### src/rtl/otter_lsu_pkg.sv
// Shared types and helpers for the OTTER load/store unit.
package otter_lsu_pkg;

   localparam logic [1:0] SIZE_B = 2'd0;
   localparam logic [1:0] SIZE_H = 2'd1;
   localparam logic [1:0] SIZE_W = 2'd2;

   localparam logic [1:0] ST_IDLE     = 2'd0;
   localparam logic [1:0] ST_LOAD_LO  = 2'd1;
   localparam logic [1:0] ST_LOAD_HI  = 2'd2;
   localparam logic [1:0] ST_STORE_HI = 2'd3;

   typedef enum logic [1:0] {
      IDLE     = ST_IDLE,
      LOAD_LO  = ST_LOAD_LO,
      LOAD_HI  = ST_LOAD_HI,
      STORE_HI = ST_STORE_HI
   } lsu_state_e;

   // Bytes touched by an access; 0 marks the illegal size encoding.
   function automatic logic [2:0] size_nbytes(input logic [1:0] size);
      case (size)
         SIZE_B:  size_nbytes = 3'd1;
         SIZE_H:  size_nbytes = 3'd2;
         SIZE_W:  size_nbytes = 3'd4;
         default: size_nbytes = 3'd0;
      endcase
   endfunction

endpackage

### src/rtl/otter_lsu_if.sv
// Core-side request/response bundle and memory-side access bundle of the LSU.

// Request handshake: a request transfers on a rising edge where req_valid and
// req_ready are both high; resp_valid is a one-cycle pulse with no backpressure.
interface otter_lsu_if;
   logic        req_valid;
   logic        req_ready;
   logic        req_we;
   logic [1:0]  req_size;
   logic        req_unsigned;
   logic [31:0] req_addr;
   logic [31:0] req_wdata;
   logic        resp_valid;
   logic        resp_err;
   logic [31:0] resp_rdata;

   modport master (
      output req_valid, req_we, req_size, req_unsigned, req_addr, req_wdata,
      input  req_ready, resp_valid, resp_err, resp_rdata
   );
   modport slave (
      input  req_valid, req_we, req_size, req_unsigned, req_addr, req_wdata,
      output req_ready, resp_valid, resp_err, resp_rdata
   );
endinterface

interface otter_dmem_if;
   logic        dmem_r_en;
   logic        dmem_w_en;
   logic [3:0]  dmem_w_strb;
   logic [31:0] dmem_addr;
   logic [31:0] dmem_w_data;
   logic [31:0] dmem_r_data;

   modport master (
      output dmem_r_en, dmem_w_en, dmem_w_strb, dmem_addr, dmem_w_data,
      input  dmem_r_data
   );
   modport slave (
      input  dmem_r_en, dmem_w_en, dmem_w_strb, dmem_addr, dmem_w_data,
      output dmem_r_data
   );
endinterface

### src/rtl/otter_lsu_align.sv
// Load data aligner: picks the addressed bytes from a two-word window and extends them.
module otter_lsu_align
   import otter_lsu_pkg::*;
(
   input  logic [63:0] window_i,
   input  logic [1:0]  off_i,
   input  logic [1:0]  size_i,
   input  logic        unsigned_i,
   output logic [31:0] data_o
);

   logic [31:0] shifted;

   assign shifted = 32'(window_i >> {off_i, 3'b000});

   always_comb begin
      data_o = shifted;
      case (size_i)
         SIZE_B:  data_o = {{24{~unsigned_i & shifted[7]}}, shifted[7:0]};
         SIZE_H:  data_o = {{16{~unsigned_i & shifted[15]}}, shifted[15:0]};
         default: data_o = shifted;
      endcase
   end

endmodule

### src/rtl/otter_lsu.sv
// OTTER load/store unit: word-aligned strobed memory accesses, load extension,
// and two-beat splitting of accesses that cross a word boundary.
module otter_lsu
   import otter_lsu_pkg::*;
#(
   parameter bit ALLOW_MISALIGNED = 1'b1
) (
   input  logic         clk,
   input  logic         rst_n,
   otter_lsu_if.slave   core,
   otter_dmem_if.master dmem,
   output lsu_state_e   dbg_state_o
);

   lsu_state_e  state_q;
   logic [1:0]  off_q;
   logic [1:0]  size_q;
   logic        unsigned_q;
   logic        span_q;
   logic [31:0] addr_hi_q;
   logic [3:0]  strb_hi_q;
   logic [31:0] wdata_hi_q;
   logic [31:0] lo_data_q;
   logic        resp_valid_q;
   logic        resp_err_q;
   logic [31:0] resp_rdata_q;

   logic [1:0]  req_off;
   logic [2:0]  req_nbytes;
   logic [3:0]  mask_base;
   logic [7:0]  req_mask;
   logic        req_span;
   logic        req_err;
   logic [63:0] req_wide;
   logic [31:0] req_lo_addr;
   logic [31:0] req_hi_addr;
   logic        accept;

   assign req_off     = core.req_addr[1:0];
   assign req_nbytes  = size_nbytes(core.req_size);
   assign req_span    = ({1'b0, req_off} + req_nbytes) > 3'd4;
   assign req_err     = (req_nbytes == 3'd0) || (req_span && !ALLOW_MISALIGNED);
   assign req_wide    = {32'b0, core.req_wdata} << {req_off, 3'b000};
   assign req_lo_addr = {core.req_addr[31:2], 2'b00};
   assign req_hi_addr = req_lo_addr + 32'd4;
   assign req_mask    = {4'b0000, mask_base} << req_off;

   always_comb begin
      mask_base = 4'b0000;
      case (req_nbytes)
         3'd1:    mask_base = 4'b0001;
         3'd2:    mask_base = 4'b0011;
         3'd4:    mask_base = 4'b1111;
         default: mask_base = 4'b0000;
      endcase
   end

   assign core.req_ready = (state_q == IDLE) && rst_n;
   assign accept         = core.req_ready && core.req_valid;

   // A split load merges the saved low word with the word arriving now.
   logic [63:0] window;
   logic [31:0] load_data;

   assign window = (state_q == LOAD_HI) ? {dmem.dmem_r_data, lo_data_q}
                                        : {32'b0, dmem.dmem_r_data};

   otter_lsu_align u_align (
      .window_i   (window),
      .off_i      (off_q),
      .size_i     (size_q),
      .unsigned_i (unsigned_q),
      .data_o     (load_data)
   );

   logic        mem_r_en;
   logic        mem_w_en;
   logic [3:0]  mem_strb;
   logic [31:0] mem_addr;
   logic [31:0] mem_wdata;

   // First beat comes straight from the request; second beat from captured state.
   always_comb begin
      mem_r_en  = 1'b0;
      mem_w_en  = 1'b0;
      mem_strb  = 4'b0000;
      mem_addr  = 32'b0;
      mem_wdata = 32'b0;
      case (state_q)
         IDLE: begin
            if (accept && !req_err) begin
               mem_r_en  = !core.req_we;
               mem_w_en  = core.req_we;
               mem_strb  = core.req_we ? req_mask[3:0] : 4'b0000;
               mem_addr  = req_lo_addr;
               mem_wdata = core.req_we ? req_wide[31:0] : 32'b0;
            end
         end
         LOAD_LO: begin
            mem_r_en = span_q;
            mem_addr = span_q ? addr_hi_q : 32'b0;
         end
         STORE_HI: begin
            mem_w_en  = 1'b1;
            mem_strb  = strb_hi_q;
            mem_addr  = addr_hi_q;
            mem_wdata = wdata_hi_q;
         end
         default: ;
      endcase
   end

   assign dmem.dmem_r_en   = mem_r_en & rst_n;
   assign dmem.dmem_w_en   = mem_w_en & rst_n;
   assign dmem.dmem_w_strb = mem_strb;
   assign dmem.dmem_addr   = mem_addr;
   assign dmem.dmem_w_data = mem_wdata;

   always_ff @(posedge clk or negedge rst_n) begin
      if (!rst_n) begin
         state_q      <= IDLE;
         off_q        <= 2'b0;
         size_q       <= 2'b0;
         unsigned_q   <= 1'b0;
         span_q       <= 1'b0;
         addr_hi_q    <= 32'b0;
         strb_hi_q    <= 4'b0;
         wdata_hi_q   <= 32'b0;
         lo_data_q    <= 32'b0;
         resp_valid_q <= 1'b0;
         resp_err_q   <= 1'b0;
         resp_rdata_q <= 32'b0;
      end else begin
         resp_valid_q <= 1'b0;
         resp_err_q   <= 1'b0;
         case (state_q)
            IDLE: begin
               if (accept) begin
                  off_q      <= req_off;
                  size_q     <= core.req_size;
                  unsigned_q <= core.req_unsigned;
                  span_q     <= req_span;
                  addr_hi_q  <= req_hi_addr;
                  strb_hi_q  <= req_mask[7:4];
                  wdata_hi_q <= req_wide[63:32];
                  if (req_err) begin
                     resp_valid_q <= 1'b1;
                     resp_err_q   <= 1'b1;
                     resp_rdata_q <= 32'b0;
                  end else if (core.req_we) begin
                     if (req_span) begin
                        state_q <= STORE_HI;
                     end else begin
                        resp_valid_q <= 1'b1;
                        resp_rdata_q <= 32'b0;
                     end
                  end else begin
                     state_q <= LOAD_LO;
                  end
               end
            end
            LOAD_LO: begin
               if (span_q) begin
                  lo_data_q <= dmem.dmem_r_data;
                  state_q   <= LOAD_HI;
               end else begin
                  resp_valid_q <= 1'b1;
                  resp_rdata_q <= load_data;
                  state_q      <= IDLE;
               end
            end
            LOAD_HI: begin
               resp_valid_q <= 1'b1;
               resp_rdata_q <= load_data;
               state_q      <= IDLE;
            end
            STORE_HI: begin
               resp_valid_q <= 1'b1;
               resp_rdata_q <= 32'b0;
               state_q      <= IDLE;
            end
            default: state_q <= IDLE;
         endcase
      end
   end

   assign core.resp_valid = resp_valid_q;
   assign core.resp_err   = resp_err_q;
   assign core.resp_rdata = resp_rdata_q;
   assign dbg_state_o     = state_q;

endmodule

### src/flat_wrapper.sv
// flat-port wrapper written by rule: the top's interface ports become plain ports
module otter_lsu_flat import otter_lsu_pkg::*;
#(
   parameter bit ALLOW_MISALIGNED = 1'b1
)
  (clk, rst_n, dbg_state_o, core_req_valid, core_req_we, core_req_size, core_req_unsigned, core_req_addr, core_req_wdata, core_req_ready, core_resp_valid, core_resp_err, core_resp_rdata, dmem_dmem_r_en, dmem_dmem_w_en, dmem_dmem_w_strb, dmem_dmem_addr, dmem_dmem_w_data, dmem_dmem_r_data);
  otter_lsu_if core_i ();
  otter_dmem_if dmem_i ();
  input  logic clk;
  input  logic rst_n;
  output lsu_state_e dbg_state_o;
  input wire logic [$bits(core_i.req_valid)-1:0] core_req_valid;
  input wire logic [$bits(core_i.req_we)-1:0] core_req_we;
  input wire logic [$bits(core_i.req_size)-1:0] core_req_size;
  input wire logic [$bits(core_i.req_unsigned)-1:0] core_req_unsigned;
  input wire logic [$bits(core_i.req_addr)-1:0] core_req_addr;
  input wire logic [$bits(core_i.req_wdata)-1:0] core_req_wdata;
  output wire logic [$bits(core_i.req_ready)-1:0] core_req_ready;
  output wire logic [$bits(core_i.resp_valid)-1:0] core_resp_valid;
  output wire logic [$bits(core_i.resp_err)-1:0] core_resp_err;
  output wire logic [$bits(core_i.resp_rdata)-1:0] core_resp_rdata;
  output wire logic [$bits(dmem_i.dmem_r_en)-1:0] dmem_dmem_r_en;
  output wire logic [$bits(dmem_i.dmem_w_en)-1:0] dmem_dmem_w_en;
  output wire logic [$bits(dmem_i.dmem_w_strb)-1:0] dmem_dmem_w_strb;
  output wire logic [$bits(dmem_i.dmem_addr)-1:0] dmem_dmem_addr;
  output wire logic [$bits(dmem_i.dmem_w_data)-1:0] dmem_dmem_w_data;
  input wire logic [$bits(dmem_i.dmem_r_data)-1:0] dmem_dmem_r_data;
  assign core_i.req_valid = core_req_valid;
  assign core_i.req_we = core_req_we;
  assign core_i.req_size = core_req_size;
  assign core_i.req_unsigned = core_req_unsigned;
  assign core_i.req_addr = core_req_addr;
  assign core_i.req_wdata = core_req_wdata;
  assign core_req_ready = core_i.req_ready;
  assign core_resp_valid = core_i.resp_valid;
  assign core_resp_err = core_i.resp_err;
  assign core_resp_rdata = core_i.resp_rdata;
  assign dmem_dmem_r_en = dmem_i.dmem_r_en;
  assign dmem_dmem_w_en = dmem_i.dmem_w_en;
  assign dmem_dmem_w_strb = dmem_i.dmem_w_strb;
  assign dmem_dmem_addr = dmem_i.dmem_addr;
  assign dmem_dmem_w_data = dmem_i.dmem_w_data;
  assign dmem_i.dmem_r_data = dmem_dmem_r_data;
  otter_lsu #(.ALLOW_MISALIGNED(ALLOW_MISALIGNED)) u_core (.clk(clk), .rst_n(rst_n), .core(core_i), .dmem(dmem_i), .dbg_state_o(dbg_state_o));
endmodule
### config.mk
export PLATFORM = sky130hd
export DESIGN_NAME = otter_lsu_flat
export DESIGN_NICKNAME = d
export VERILOG_FILES = /design/src/rtl/otter_lsu_pkg.sv /design/src/rtl/otter_lsu_if.sv /design/src/rtl/otter_lsu_align.sv /design/src/rtl/otter_lsu.sv /design/src/flat_wrapper.sv
export SDC_FILE = /design/constraint.sdc
export NUM_CORES = 1
export LEC_CHECK = 0
export ABC_AREA = 0
export CAP_MARGIN = 15
export CORE_ASPECT_RATIO = 1.5
export CORE_MARGIN = 1.5
export CORE_UTILIZATION = 50
export CTS_BUF_LIST = sky130_fd_sc_hd__clkbuf_4 sky130_fd_sc_hd__clkbuf_8 sky130_fd_sc_hd__clkbuf_16
export DETAILED_ROUTE_END_ITERATION = 7
export PLACE_DENSITY = 0.81
export RECOVER_POWER = 100
export SLEW_MARGIN = 20
export SYNTH_ARGS = -nofsm -noshare
export SYNTH_HDL_FRONTEND = slang
export SYNTH_SLANG_ARGS = --single-unit
### constraint.sdc
create_clock -name clk -period 4.2 [get_ports clk]
set_clock_uncertainty 0.15 [all_clocks]
set_input_delay 0.42 -clock clk [delete_from_list [all_inputs] [get_ports clk]]
set_output_delay 0.42 -clock clk [all_outputs]
set_load 0.01 [all_outputs]
==> flow_summary.ini <==
[yosys]
yosys.area.top_type = dfrtp_1
yosysWarnings = 0
yosysTopAreaCellShare_pct = 39.1
synth-compound-area-share_pct = 18.4
synthMuxAreaShare_pct = 16.1
synth-edff-count = 0
ys_ff_latch = 131
synth_cells = 938
async_flop_share_pct = 100
synth-seq-area-share_pct = 39.1
ys.flop_type = dfrtp_1
ys_top_cells_by_area = dfrtp_1 39%, mux2i_1 7.3%, nand2_1 6.9%
synth_xor_area_share_pct = 2.92
avgSynthCellArea_um2 = 8.94
synth_top_family_by_area = compound AO/OA/AOI/OAI gates
synthSimpleGateAreaFrac_pct = 16.2
syn_area_um2 = 8390
synthAdderAreaFrac_pct = 2.03
synth.distinct_cells = 51

[placement]
placed_area_um2 = 10600
port_buffers = 207
place_hpwl_um = 18200
gp_congestion = 0.953

[critical_path]
rr_startpoint = u_core.dbg_state_o[0]
critPathRequiredTime_ns = 3.63
setup.worst_path.class = primary input to primary output
regToRegSetupSlack_ns = 0.59
ff2ff_path_depth = 6
worstPathArrival_ns = 3.23
critPathLaunchType = primary input
cp-end-kind = primary output
crit_fanout = 32
timing.rr.end = u_core.addr_hi_q[20]

[clock_network]
cts-root-buf = clkbuf_16
clk_path_buf_depth = 2
cts_buffers = 17
clock-sinks = 131
cts_tree = built
cts_resized = 0
cts_setup_buffers = 0
h-tree-depth = 4
clk_latency_ns = 0.42
clk_pin_slew_worst_paths_ns = 0.06

[outcome]
outcome = complete, but fails checks
violations = capacitance limit, slew limit

[floorplanning]
die-area_um2 = 17600
core_um2 = 16300
start_util_pct = 51.3
std_cell_rows = 57
ios = 210
die_h_um = 162
fp.dieW_um = 109

[timing]
fmax_mhz = 263
hold_viol_final = 0
finalSetupViolCount = 0
timing.final.crit_share_pct = 90.6
final.setup.tns_ns = 0
period_needed_ns = 3.80
slew_violations = 84
rsz0062_at_grt = false
worst_pin_slew_ns = 1.76
slew-limit-headroom_pct = -17.9

[worst_hold_path]
hp-class = primary input to async pin

[power_and_ir_drop]
peakVddDrop_mv = 0.316
p_per_area_nw_per_um2 = 629
p_leak_nw = 4.91

[global_route]
grt_overflow = 0
grt_pass1_vias = 7746
grt_antenna_before_repair = 1
grt_pass1_wl_um = 40300
track_usage_pct = 29.7
grt_max_degree = 58

[detailed_routing]
wl_um = 25700
ant_nets = 0
viasPerCell = 5.98
drc = 0
routedWlPerCell_um = 19.4
dr.pass1.iters = 5
vias = 7945
drtIter0Drc = 489

[cells_and_area]
stdcell_area_um2 = 11100
drive_gt1_share_pct = 10.7
nNetsFinal = 1224
area_growth_pct = 32.9
postLayoutCoreUtil_pct = 68.3

[flow_run]
maxCapViolations = 2
-- report_power, final --
group	total, mW	internal, mW	leakage, nW	switching, mW
logic	3.30	1.47	2.98	1.83
clock network	1.51	0.939	0.282	0.572
registers	2.21	1.82	1.65	0.384
total	7.02	4.23	4.91	2.79
-- state kept, by name (all words and copies together), names as in the netlist --
register                count
u_core.core.resp_valid      1
u_core.strb_hi_q            3
u_core.addr_hi_q           30
u_core.size_q               2
u_core.core.resp_rdata     32
u_core.wdata_hi_q          24
u_core.lo_data_q           32
u_core.span_q               1
u_core.off_q                2
u_core.unsigned_q           1
u_core.dbg_state_o          2
u_core.core.resp_err        1
-- layer usage --
metal  share of wire, %  GRT usage, %  up-vias
met2                 49          48.6      359
met5                  0             0        -
met4                6.4          20.2        0
met3                6.5          5.73       86
met1                 38          34.8     3800
li1                   -             -     3700
-- timing repair --
item / in CTS / in global routing
hold buffers: 1 / 0
endpoints found under the setup margin: 0 / 0
endpoints found under the hold margin: 22 / 0
-- cell usage after synthesis, types with 2 or more instances --
master / count
xor2_1: 4
a21o_1: 6
o211ai_1: 6
inv_1: 20
nand3_1: 24
o31ai_1: 10
buf_4: 2
clkinv_1: 2
nand2_1: 154
a31oi_1: 14
o22a_1: 2
and4_1: 4
buf_1: 7
a21oi_1: 19
a32o_1: 7
nand2b_1: 4
dfrtp_1: 131
a211oi_1: 17
nor4_1: 9
clkbuf_1: 55
a22o_1: 25
nor2_1: 74
and3_1: 6
or2_2: 2
and2_1: 6
xnor2_1: 24
nand4_1: 4
mux2_2: 50
a221oi_1: 2
nor2b_1: 8
a22oi_1: 36
ha_1: 12
buf_2: 13
mux4_2: 8
o21ai_0: 78
mux2i_1: 61
nor3_1: 18
-- through the flow --
step           power, mW  instances  hold slack (ns)  worst slack, ns
2_1_floorplan       4.30        939          -0.0256             1.09
3_3_place_gp        5.46       1294            0.165            0.770
3_5_place_dp        5.56       1294            0.167            0.661
4_1_cts             7.10       1327            0.290            0.569
5_1_grt             7.43       1328            0.329            0.223
6_report            7.02       1328            0.296            0.397
-- worst max-delay path by stage --
stage / startpoint / end / slack, ns / depth (start not counted)
2_1_floorplan: core_req_addr[1] / u_core.core.resp_rdata[0] / 1.09 / 11
3_3_place_gp: core_req_size[0] / u_core.core.resp_rdata[24] / 0.77 / 12
3_5_place_dp: core_req_size[0] / u_core.core.resp_rdata[20] / 0.66 / 12
4_1_cts: u_core.dbg_state_o[0] / dmem_dmem_w_data[9] / 0.57 / 8
5_1_grt: u_core.dbg_state_o[1] / dmem_dmem_w_data[0] / 0.22 / 10
6_report: core_req_size[0] / dmem_dmem_addr[25] / 0.40 / 8
-- cell type report --
type	instances	area (um2)
Multi-Input combinational cell	706	4690
Clock inverter	10	124
Inverter	22	82.6
Fill cell	1295	5180
Sequential cell	131	3280
Antenna cell	1	2.50
Timing Repair Buffer	230	2230
Clock buffer	22	482
Tap cell	206	258
-- cell usage in the layout, fill, tap and decap left out, drive strengths merged, types with 3 or more instances in the layout --
master	n
a21oi	19
and2	6
clkinvlp	5
dfrtp	131
a21o	6
mux2i	61
nor2	74
o31ai	10
nor3	19
buf	16
and3	6
a31oi	14
a22oi	36
xnor2	24
clkbuf	29
dlygate4sd3	103
mux2	50
o211ai	6
xor2	4
clkinv	3
o21ai	78
inv	22
nand2b	4
mux4	8
and4	4
nor2b	8
a32o	7
nand3	24
nand2	154
nor4	9
clkdlybuf4s50	104
a22o	25
nand4	4
a211oi	17
ha	12
-- cell families after synthesis --
family	after synthesis
DFF	131
xor gates and xnor gates	28
and+or+nand+nor	314
muxes	119
buffers and inverters	102
adders and majority gates	13
other	1
AOI/OAI and AO/OA	230
-- worst max-delay path, cell delays in order --
cell           delay, ns
dlygate4sd3_1       0.58
ha_1                0.28
nor2b_1             0.21
and2_1              0.15
clkbuf_2            0.55
a22oi_1             0.21
nor2_1              0.20
dlygate4sd3_1       0.63
Note: power is estimated with default switching activity, not from simulation.
